--- config.mk ---
export PLATFORM = sky130hd
export DESIGN_NAME = serial_adder
export DESIGN_NICKNAME = d
export VERILOG_FILES = /design/src/rtl/serial_adder.sv
export SDC_FILE = /design/constraint.sdc
export NUM_CORES = 1
export LEC_CHECK = 0
export CORE_MARGIN = 5
export CORE_UTILIZATION = 50
export DETAILED_ROUTE_END_ITERATION = 16
export GPL_TIMING_DRIVEN = 0
export HOLD_SLACK_MARGIN = 0.05
export PLACE_DENSITY = 0.86
export REMOVE_ABC_BUFFERS = 1
export SYNTH_ARGS = -nofsm -noshare
export SYNTH_HDL_FRONTEND = slang
export SYNTH_SLANG_ARGS = --single-unit
--- constraint.sdc ---
create_clock -name clk -period 1.85 [get_ports clk]
set_input_delay 0.37 -clock clk [delete_from_list [all_inputs] [get_ports clk]]
set_output_delay 0.37 -clock clk [all_outputs]
set_load 0.02 [all_outputs]
--- src/rtl/serial_adder.sv ---
// Bit-serial adder: one full_adder step per clock, LSB first.
// Result is published only when the final bit is processed.

module full_adder (
   input  logic a,
   input  logic b,
   input  logic cin,
   output logic sum,
   output logic cout
);

   assign sum  = a ^ b ^ cin;
   assign cout = (a & b) | (cin & (a ^ b));

endmodule

module serial_adder #(
   parameter int WIDTH = 8
) (
   input  logic             clk,
   input  logic             rst,
   input  logic             start,
   input  logic [WIDTH-1:0] a_in,
   input  logic [WIDTH-1:0] b_in,
   input  logic             cin_in,
   output logic             busy,
   output logic             done,
   output logic [WIDTH-1:0] sum_out,
   output logic             cout_out
);

   localparam int CW = (WIDTH > 2) ? $clog2(WIDTH) : 1;
   localparam logic [CW-1:0] LAST = CW'(WIDTH - 1);

   typedef enum logic [1:0] {
      IDLE = 2'd0,
      RUN  = 2'd1,
      DONE = 2'd2
   } state_t;

   state_t state, state_d;

   logic [WIDTH-1:0] a_sr;
   logic [WIDTH-1:0] b_sr;
   logic [WIDTH-1:0] r_sr;
   logic [WIDTH-1:0] r_next;
   logic             carry;
   logic [CW-1:0]    cnt;

   logic fa_sum;
   logic fa_cout;
   logic load;
   logic step;
   logic last;

   full_adder u_fa (
      .a    (a_sr[0]),
      .b    (b_sr[0]),
      .cin  (carry),
      .sum  (fa_sum),
      .cout (fa_cout)
   );

   assign r_next = {fa_sum, r_sr[WIDTH-1:1]};

   always_ff @(posedge clk) begin
      if (rst) state <= IDLE;
      else     state <= state_d;
   end

   always_comb begin
      state_d = state;
      load    = 1'b0;
      step    = 1'b0;
      last    = 1'b0;
      busy    = 1'b0;
      done    = 1'b0;
      unique case (state)
         IDLE: begin
            if (start) begin
               load    = 1'b1;
               state_d = RUN;
            end
         end
         RUN: begin
            busy = 1'b1;
            step = 1'b1;
            if (cnt == LAST) begin
               last    = 1'b1;
               state_d = DONE;
            end
         end
         DONE: begin
            done    = 1'b1;
            state_d = IDLE;
         end
         default: state_d = IDLE;
      endcase
   end

   // Operands are frozen once loaded; start is only honoured in IDLE.
   always_ff @(posedge clk) begin
      if (rst) begin
         a_sr     <= '0;
         b_sr     <= '0;
         r_sr     <= '0;
         carry    <= 1'b0;
         cnt      <= '0;
         sum_out  <= '0;
         cout_out <= 1'b0;
      end else if (load) begin
         a_sr  <= a_in;
         b_sr  <= b_in;
         carry <= cin_in;
         cnt   <= '0;
      end else if (step) begin
         a_sr  <= a_sr >> 1;
         b_sr  <= b_sr >> 1;
         r_sr  <= r_next;
         carry <= fa_cout;
         cnt   <= cnt + 1'b1;
         if (last) begin
            sum_out  <= r_next;
            cout_out <= fa_cout;
         end
      end
   end

endmodule

==> results of run 1 <==
[metal layers]
layer | track usage | share of wire | vias to the layer above
met3 | 0.0578 | 0.073 | 5
met1 | 0.175 | 0.45 | 609
met2 | 0.255 | 0.47 | 46
li1 | - | - | 694
met4 | 0.0609 | 0.014 | 0
met5 | 0 | 0 | -
[stage by stage]
stage	hold slack, ns	cell area [sq um]	instances	TNS (ns)
after global placement	0.441	1830	246	-11.09
final	0.460	1980	259	0
after global routing	0.482	1980	259	0
after detailed placement	0.447	1830	246	-10.43
after floorplan	0.431	1480	172	0
after CTS	0.462	1940	255	0
[layout make-up]
class                      count  area [sq um]  share of cell area
tap                           44          55.1              0.0278
timing repair buffer          34           333               0.168
clock buffer                   5          37.5              0.0190
multi-input combinational    132           722               0.365
sequential                    38           768               0.388
inverter                       3          23.8              0.0120
clock inverter                 3          40.0              0.0202
[layout by cell type, fill, tap and decap left out, drive strengths merged, types with 2 or more instances in the layout]
cell,count
a211oi,15
a21oi,30
buf,4
clkbuf,5
clkdlybuf4s50,27
clkinv,3
dfxtp,38
ha,2
inv,2
mux2i,2
nand2,37
nand2b,3
nand3,11
nor2,19
nor3,3
o22ai,2
[kinds of logic (layout without fill, tap and decap cells)]
group	Yosys count	after routing	synth area share
adder cells (fa/ha/maj)	3	3	0.0285
AO/OA/AOI/OAI	50	50	0.191
flip-flops	38	38	0.481
XOR/XNOR	1	1	0.00554
buffers and inverters	18	45	0.0721
multiplexers	2	2	0.0127
AND/OR/NAND/NOR	75	76	0.209
[timing repair]
action | 4_1_cts | 5_1_grt
buffers inserted | 0 | 4
pin swaps | 0 | 1
resized for setup | 12 | 3
endpoints found under the setup margin | 31 | 11
cloned | 1 | 0
[registers in the layout, summed over array words and instances, names as in the netlist]
signal    flops
a_sr          8
b_sr          8
carry         1
cnt           3
cout_out      1
r_sr          7
state         2
sum_out       8
[power by group through the flow]
stage | sequential (mW) | combinational, mW | clock, mW
floorplan | 0.897 | 0.115 | 0
global placement | 0.901 | 0.195 | 0
detailed placement | 0.902 | 0.197 | 0
CTS | 0.886 | 0.204 | 0.560
global route | 0.890 | 0.237 | 0.592
finish | 0.884 | 0.211 | 0.545
[worst max-delay path, stage by stage (launching register included)]
cell and delay, ns:
sky130_fd_sc_hd__dfxtp_4 0.40, sky130_fd_sc_hd__nand2b_4 0.21, sky130_fd_sc_hd__clkinv_8 0.14, sky130_fd_sc_hd__clkdlybuf4s15_2 0.28
[path summary, 6_finish.rpt]
check                                start  slack, ns          to  cells past startpoint
worst min-delay path            sum_out[5]       0.46  sum_out[5]                      2
worst max register to register      cnt[0]       0.32  sum_out[3]                      6
worst min register to register  sum_out[5]       0.46  sum_out[5]                      2
worst max-delay path              state[1]       0.09        busy                      3
==> impl_table.tex, run 1 <==
\begin{tabular}{lr}
\hline
Metric & Value \\
\hline
\multicolumn{2}{l}{\textbf{Clock tree}} \\
\quad Number of sinks on the clock net & 38 \\
\quad Clock insertion delay at the later pin of the skew report & 0.34 ns \\
\quad Number of H-tree levels & 2 \\
\quad Clock tree from TritonCTS & yes \\
\quad Clock transition at path regs & 0.11 ns \\
\quad Maximum clock insertion buffer count & 2 \\
\quad CTS root buffer & sky130\_fd\_sc\_hd\_\_clkbuf\_4 \\
\quad Hold-fix buffers, CTS & 0 \\
\quad Total CTS buffers & 5 \\
\multicolumn{2}{l}{\textbf{STA}} \\
\quad Number of hold violations in the final report & 0 \\
\quad Worst Slack Setup Final & 0.0920 ns \\
\quad Crit share post-route & 0.950 \\
\quad Minimum clock period & 1.76 ns \\
\quad Setup skew after layout & 0.00669 ns \\
\quad Actual slew at the worst max-slew pin & 1.33 ns \\
\quad Highest clock rate & 569 MHz \\
\quad Count of pins over their slew limit & 0 \\
\quad Final setup violation count & 0 \\
\quad Slew margin rel. & 0.109 \\
\quad RSZ-0062 raised after global routing & no \\
\multicolumn{2}{l}{\textbf{Power}} \\
\quad Switching power total & 0.403 mW \\
\quad P\_leak & 0.714 nW \\
\quad Sequential share of power & 0.539 \\
\quad Share of power burned in combinational logic & 0.129 \\
\quad Total power draw & 1.64 mW \\
\quad Cell Int Power & 1.24 mW \\
\quad Switching share of power & 0.246 \\
\quad Clock network power share & 0.332 \\
\quad Power Dens Cells & 829 mW/mm\^{}2 \\
\quad Maximum ir drop on the vdd rail & 0.578 mV \\
\multicolumn{2}{l}{\textbf{Synthesis}} \\
\quad Proportion of register bits with asynchronous set or reset after synthesis & 0 \\
\quad Number of unique standard cell types used by synthesis & 26 \\
\quad Synthesized instance count & 187 \\
\quad Post-synthesis area per instance & 8.45 sq um \\
\quad Yosys top cell by area & sky130\_fd\_sc\_hd\_\_dfxtp\_1 \\
\quad Mapped Area & 0.00158 sq mm \\
\quad Cells taking the most area after synthesis & sky130\_fd\_sc\_hd\_\_dfxtp\_1, sky130\_fd\_sc\_hd\_\_a21oi\_1, sky130\_fd\_sc\_hd\_\_nand2\_1, sky130\_fd\_sc\_hd\_\_a211oi\_1, sky130\_fd\_sc\_hd\_\_nor2\_1 \\
\quad Flip-flop and latch count after synthesis & 38 \\
\quad Sequential cell area fraction in the yosys report & 0.481 \\
\quad Ranking of synthesized cells by instance count & sky130\_fd\_sc\_hd\_\_dfxtp\_1, sky130\_fd\_sc\_hd\_\_nand2\_1, sky130\_fd\_sc\_hd\_\_a21oi\_1 \\
\quad Number of warnings issued by yosys & 0 \\
\quad Most used standard cell by instance count after synthesis & sky130\_fd\_sc\_hd\_\_dfxtp\_1 \\
\quad Leading register cell type out of synthesis & sky130\_fd\_sc\_hd\_\_dfxtp\_1 \\
\quad Number of enable flip-flop cells after synthesis & 0 \\
\quad Synth top area share & 0.481 \\
\multicolumn{2}{l}{\textbf{Floorplanning}} \\
\quad Die ar. & 0.00439 sq mm \\
\quad Core Region & 0.00305 sq mm \\
\quad Die height & 66.2 um \\
\quad Starting density of the core & 0.518 \\
\quad Chip width & 66.2 um \\
\quad Std-Cell Rows & 20 \\
\quad Number of top-level design ports & 31 \\
\multicolumn{2}{l}{\textbf{Cells and area}} \\
\quad Ratio of cells with drive above 1 in the final layout & 0.0977 \\
\quad Core utilization of the finished layout & 0.648 \\
\quad Growth of design area from synthesis to finish & 25.3\% \\
\quad Nets@finish & 237 \\
\quad Antenna fix cells & 0 \\
\quad Number of fillers in the final layout & 264 \\
\multicolumn{2}{l}{\textbf{Global route}} \\
\quad Vias in the first global route & 1161 \\
\quad Wire length of the first global-routing pass & 5090 um \\
\quad Global-route usage over all layers & 0.153 \\
\quad Overflow after GRT & 0 \\
\quad Maximum number of pins on one net before global-route repair & 39 \\
\quad Initial antenna violation count & 0 \\
\multicolumn{2}{l}{\textbf{Status}} \\
\quad Status & finished, final reports clean \\
\multicolumn{2}{l}{\textbf{Setup path}} \\
\quad Classification of the worst setup path & flip-flop to output port \\
\quad Crit-path max FO & 30 \\
\quad Data required time of the critical path & 1.48 ns \\
\quad Crit start category & flip-flop \\
\quad CP Data Arrival Time & 1.39 ns \\
\quad Element type at the critical path end & output port \\
\multicolumn{2}{l}{\textbf{Detailed routing}} \\
\quad ANT nets after route & 0 \\
\quad Detailed-router iteration count before antenna repair & 5 \\
\quad Routed wirelength normalized by instance count & 11.9 um \\
\quad Number of design rule violations left after detail routing & 0 \\
\quad Total wirelength of the detailed-routed design & 3080 um \\
\quad Via density per instance & 5.23 \\
\quad Detailed-route via count & 1354 \\
\quad Detailed router's first-iteration violation count & 97 \\
\multicolumn{2}{l}{\textbf{Placement}} \\
\quad Buffers on Ports & 30 \\
\quad Post-detailed-placement half-perimeter wirelength & 1880 um \\
\quad Routability cong. & 0.695 \\
\quad Post-placement worst setup slack & -0.942 ns \\
\multicolumn{2}{l}{\textbf{Job}} \\
\quad Total of max-cap violations & 0 \\
\multicolumn{2}{l}{\textbf{Hold path}} \\
\quad Worst min-delay path class & flip-flop to flip-flop \\
\hline
\end{tabular}
No activity file was read; power rests on OpenSTA's default activity.
==> inputs of run 2 (changes only) <==
--- a/config.mk
+++ b/config.mk
@@ -12,6 +12,8 @@
 export HOLD_SLACK_MARGIN = 0.05
 export PLACE_DENSITY = 0.86
 export REMOVE_ABC_BUFFERS = 1
+export SLEW_MARGIN = 20
 export SYNTH_ARGS = -nofsm -noshare
 export SYNTH_HDL_FRONTEND = slang
 export SYNTH_SLANG_ARGS = --single-unit
+export TNS_END_PERCENT = 20
==> run 2 against run 1 <==
Sequential power about the same. Die area did not move. Routed wire length is 4.0% higher. Final cell count up 0.77%. Register-to-register slack improved by 0.04 ns. Combinational power increased by 4%. Hold slack about the same. Count of clock-buffer cells in the layout unchanged. Global-route usage up 0.38 points. Utilization rose by 0.25 points. Flip-flop and latch count unchanged. Non-clock buffer count up 2.
==> impl_table.tex, run 2 (synthesis results as in run 1) <==
\begin{tabular}{lr}
\hline
Metric & Value \\
\hline
\multicolumn{2}{l}{\textbf{Placement}} \\
\quad Buffers on Ports & 30 \\
\quad Routability cong. & 0.695 \\
\quad Post-placement cell count & 246 \\
\quad Post-detailed-placement half-perimeter wirelength & 1880 um \\
\multicolumn{2}{l}{\textbf{STA}} \\
\quad Final setup violation count & 0 \\
\quad Number of hold violations in the final report & 0 \\
\quad Minimum hold slack & 0.460 ns \\
\quad Setup skew after layout & 0.00617 ns \\
\quad Count of pins over their slew limit & 0 \\
\quad Crit share post-route & 0.952 \\
\quad RSZ-0062 raised after global routing & no \\
\quad Minimum clock period & 1.76 ns \\
\quad Actual slew at the worst max-slew pin & 0.713 ns \\
\quad Slew margin rel. & 0.524 \\
\quad Highest clock rate & 568 MHz \\
\quad Accumulated negative setup slack & 0 ns \\
\multicolumn{2}{l}{\textbf{Cells and area}} \\
\quad Growth of design area from synthesis to finish & 25.7\% \\
\quad Commonest cells after routing, fill and taps aside & sky130\_fd\_sc\_hd\_\_nand2\_1, sky130\_fd\_sc\_hd\_\_dfxtp\_1, sky130\_fd\_sc\_hd\_\_a21oi\_1 \\
\quad Antenna fix cells & 0 \\
\quad Count of placed standard cells in the final layout, fillers left out & 261 \\
\quad Registers with the most flip-flops & a\_sr: 8 flops, b\_sr: 8 flops, sum\_out: 8 flops \\
\quad Ratio of cells with drive above 1 in the final layout & 0.111 \\
\quad Core utilization of the finished layout & 0.651 \\
\quad Nets@finish & 239 \\
\quad Most frequent standard cell in the layout excluding fill and tap cells & sky130\_fd\_sc\_hd\_\_nand2\_1 \\
\multicolumn{2}{l}{\textbf{Detailed routing}} \\
\quad Detailed-router iteration count before antenna repair & 4 \\
\quad Routed wirelength normalized by instance count & 12.3 um \\
\quad Via density per instance & 5.21 \\
\quad ANT nets after route & 0 \\
\quad Total wirelength of the detailed-routed design & 3200 um \\
\quad Number of design rule violations left after detail routing & 0 \\
\quad Detailed-route via count & 1361 \\
\quad Detailed router's first-iteration violation count & 88 \\
\multicolumn{2}{l}{\textbf{Power}} \\
\quad P\_leak & 0.714 nW \\
\quad Maximum ir drop on the vdd rail & 0.514 mV \\
\quad Sequential share of power & 0.532 \\
\quad Power Dens Cells & 837 mW/mm\^{}2 \\
\quad Clock network power share & 0.336 \\
\quad Cell Int Power & 1.24 mW \\
\quad Share of power burned in combinational logic & 0.132 \\
\quad Switching power total & 0.423 mW \\
\quad Switching share of power & 0.254 \\
\quad Total power draw & 1.66 mW \\
\multicolumn{2}{l}{\textbf{Setup path}} \\
\quad Data required time of the critical path & 1.48 ns \\
\quad Element type at the critical path end & output port \\
\quad Crit-path max FO & 30 \\
\quad Family of cells with the greatest summed delay on the critical path & buffers and inverters \\
\quad Classification of the worst setup path & flip-flop to output port \\
\quad Crit start category & flip-flop \\
\quad Maximum cell stage delay along the critical path & 0.41 ns \\
\quad CP Data Arrival Time & 1.39 ns \\
\quad Buffers and inverters on the worst path & 2 \\
\quad Cell with the largest stage delay on the worst path & sky130\_fd\_sc\_hd\_\_dfxtp\_4 \\
\quad Sequence of cells on the critical path & nand2b\_4 > clkinv\_8 > clkdlybuf4s15\_2 \\
\multicolumn{2}{l}{\textbf{Floorplanning}} \\
\quad Die height & 66.2 um \\
\quad Number of top-level design ports & 31 \\
\quad Starting density of the core & 0.518 \\
\quad Chip width & 66.2 um \\
\quad Core Region & 0.00305 sq mm \\
\quad Std-Cell Rows & 20 \\
\quad Die ar. & 0.00439 sq mm \\
\multicolumn{2}{l}{\textbf{Global route}} \\
\quad Vias in the first global route & 1172 \\
\quad Initial antenna violation count & 0 \\
\quad Global-route usage over all layers & 0.157 \\
\quad Maximum number of pins on one net before global-route repair & 39 \\
\quad Wire length of the first global-routing pass & 5200 um \\
\quad Overflow after GRT & 0 \\
\multicolumn{2}{l}{\textbf{Clock tree}} \\
\quad Hold-fix buffers, CTS & 0 \\
\quad Number of H-tree levels & 2 \\
\quad Clock insertion delay at the later pin of the skew report & 0.35 ns \\
\quad CTS root buffer & sky130\_fd\_sc\_hd\_\_clkbuf\_4 \\
\quad Clock tree from TritonCTS & yes \\
\quad Clock transition at path regs & 0.12 ns \\
\quad Total CTS buffers & 5 \\
\quad Maximum clock insertion buffer count & 2 \\
\quad Number of sinks on the clock net & 38 \\
\multicolumn{2}{l}{\textbf{Status}} \\
\quad Status & finished, final reports clean \\
\multicolumn{2}{l}{\textbf{Hold path}} \\
\quad Worst min-delay path class & flip-flop to flip-flop \\
\multicolumn{2}{l}{\textbf{Job}} \\
\quad Total of max-cap violations & 0 \\
\hline
\end{tabular}
run 2: per-layer routing:
layer / track usage / part of all wire
met1: 0.187 / 0.45
met2: 0.249 / 0.46
met3: 0.0442 / 0.064
met4: 0.0914 / 0.019
met5: 0 / 0
run 2: path summary, 6_finish.rpt:
| check | startpoint | to | slack (ns) | cells past startpoint |
|---|---|---|---|---|
| hold reg to reg | sum_out[6] | sum_out[6] | 0.46 | 2 |
| setup / recovery | state[1] | busy | 0.09 | 3 |
| hold / removal | sum_out[6] | sum_out[6] | 0.46 | 2 |
| setup reg to reg | state[0] | b_sr[3] | 0.36 | 3 |
run 2: worst register-to-register path: stages, from the launching register on:
cell and delay (ns):
sky130_fd_sc_hd__dfxtp_4 0.41, sky130_fd_sc_hd__nor3b_4 0.61, sky130_fd_sc_hd__a21oi_1 0.08, sky130_fd_sc_hd__a211oi_1 0.29
run 2: cell type report:
class / count / area, sq um
Clock buffer: 5 / 37.5
Clock inverter: 3 / 40.0
Fill cell: 263 / 1070
Inverter: 3 / 23.8
Multi-Input combinational cell: 132 / 722
Sequential cell: 38 / 768
Tap cell: 44 / 55.1
Timing Repair Buffer: 36 / 340
run 2: power by group through the flow:
stage	clock network [mW]	registers (mW)	logic, mW
2_1_floorplan	0	0.897	0.115
3_3_place_gp	0	0.901	0.195
3_5_place_dp	0	0.903	0.196
4_1_cts	0.564	0.886	0.203
5_1_grt	0.598	0.891	0.243
6_report	0.559	0.885	0.219
run 2: stage by stage:
step | setup WS, ns | instance area, sq um
6_report | 0.0880 | 1990
5_1_grt | 0.0273 | 1990
4_1_cts | 0.0240 | 1930
3_5_place_dp | -0.954 | 1830
3_3_place_gp | -0.949 | 1830
2_1_floorplan | 0.0599 | 1480
run 2: repair_timing:
action / 4_1_cts / 5_1_grt
gates cloned: 1 / 0
gates resized for setup: 12 / 2
setup endpoints to repair: 31 / 7
pin swaps: 0 / 1
setup buffers: 0 / 6
==> inputs of run 3 (changes only) <==
--- a/config.mk
+++ b/config.mk
@@ -7,6 +7,7 @@
 export LEC_CHECK = 0
 export CORE_MARGIN = 5
 export CORE_UTILIZATION = 50
+export CTS_CLUSTER_SIZE = 10
 export DETAILED_ROUTE_END_ITERATION = 16
 export GPL_TIMING_DRIVEN = 0
 export HOLD_SLACK_MARGIN = 0.05
==> results of run 3 <==
The final DEF is identical to that of run 2; final timing and power are the same.
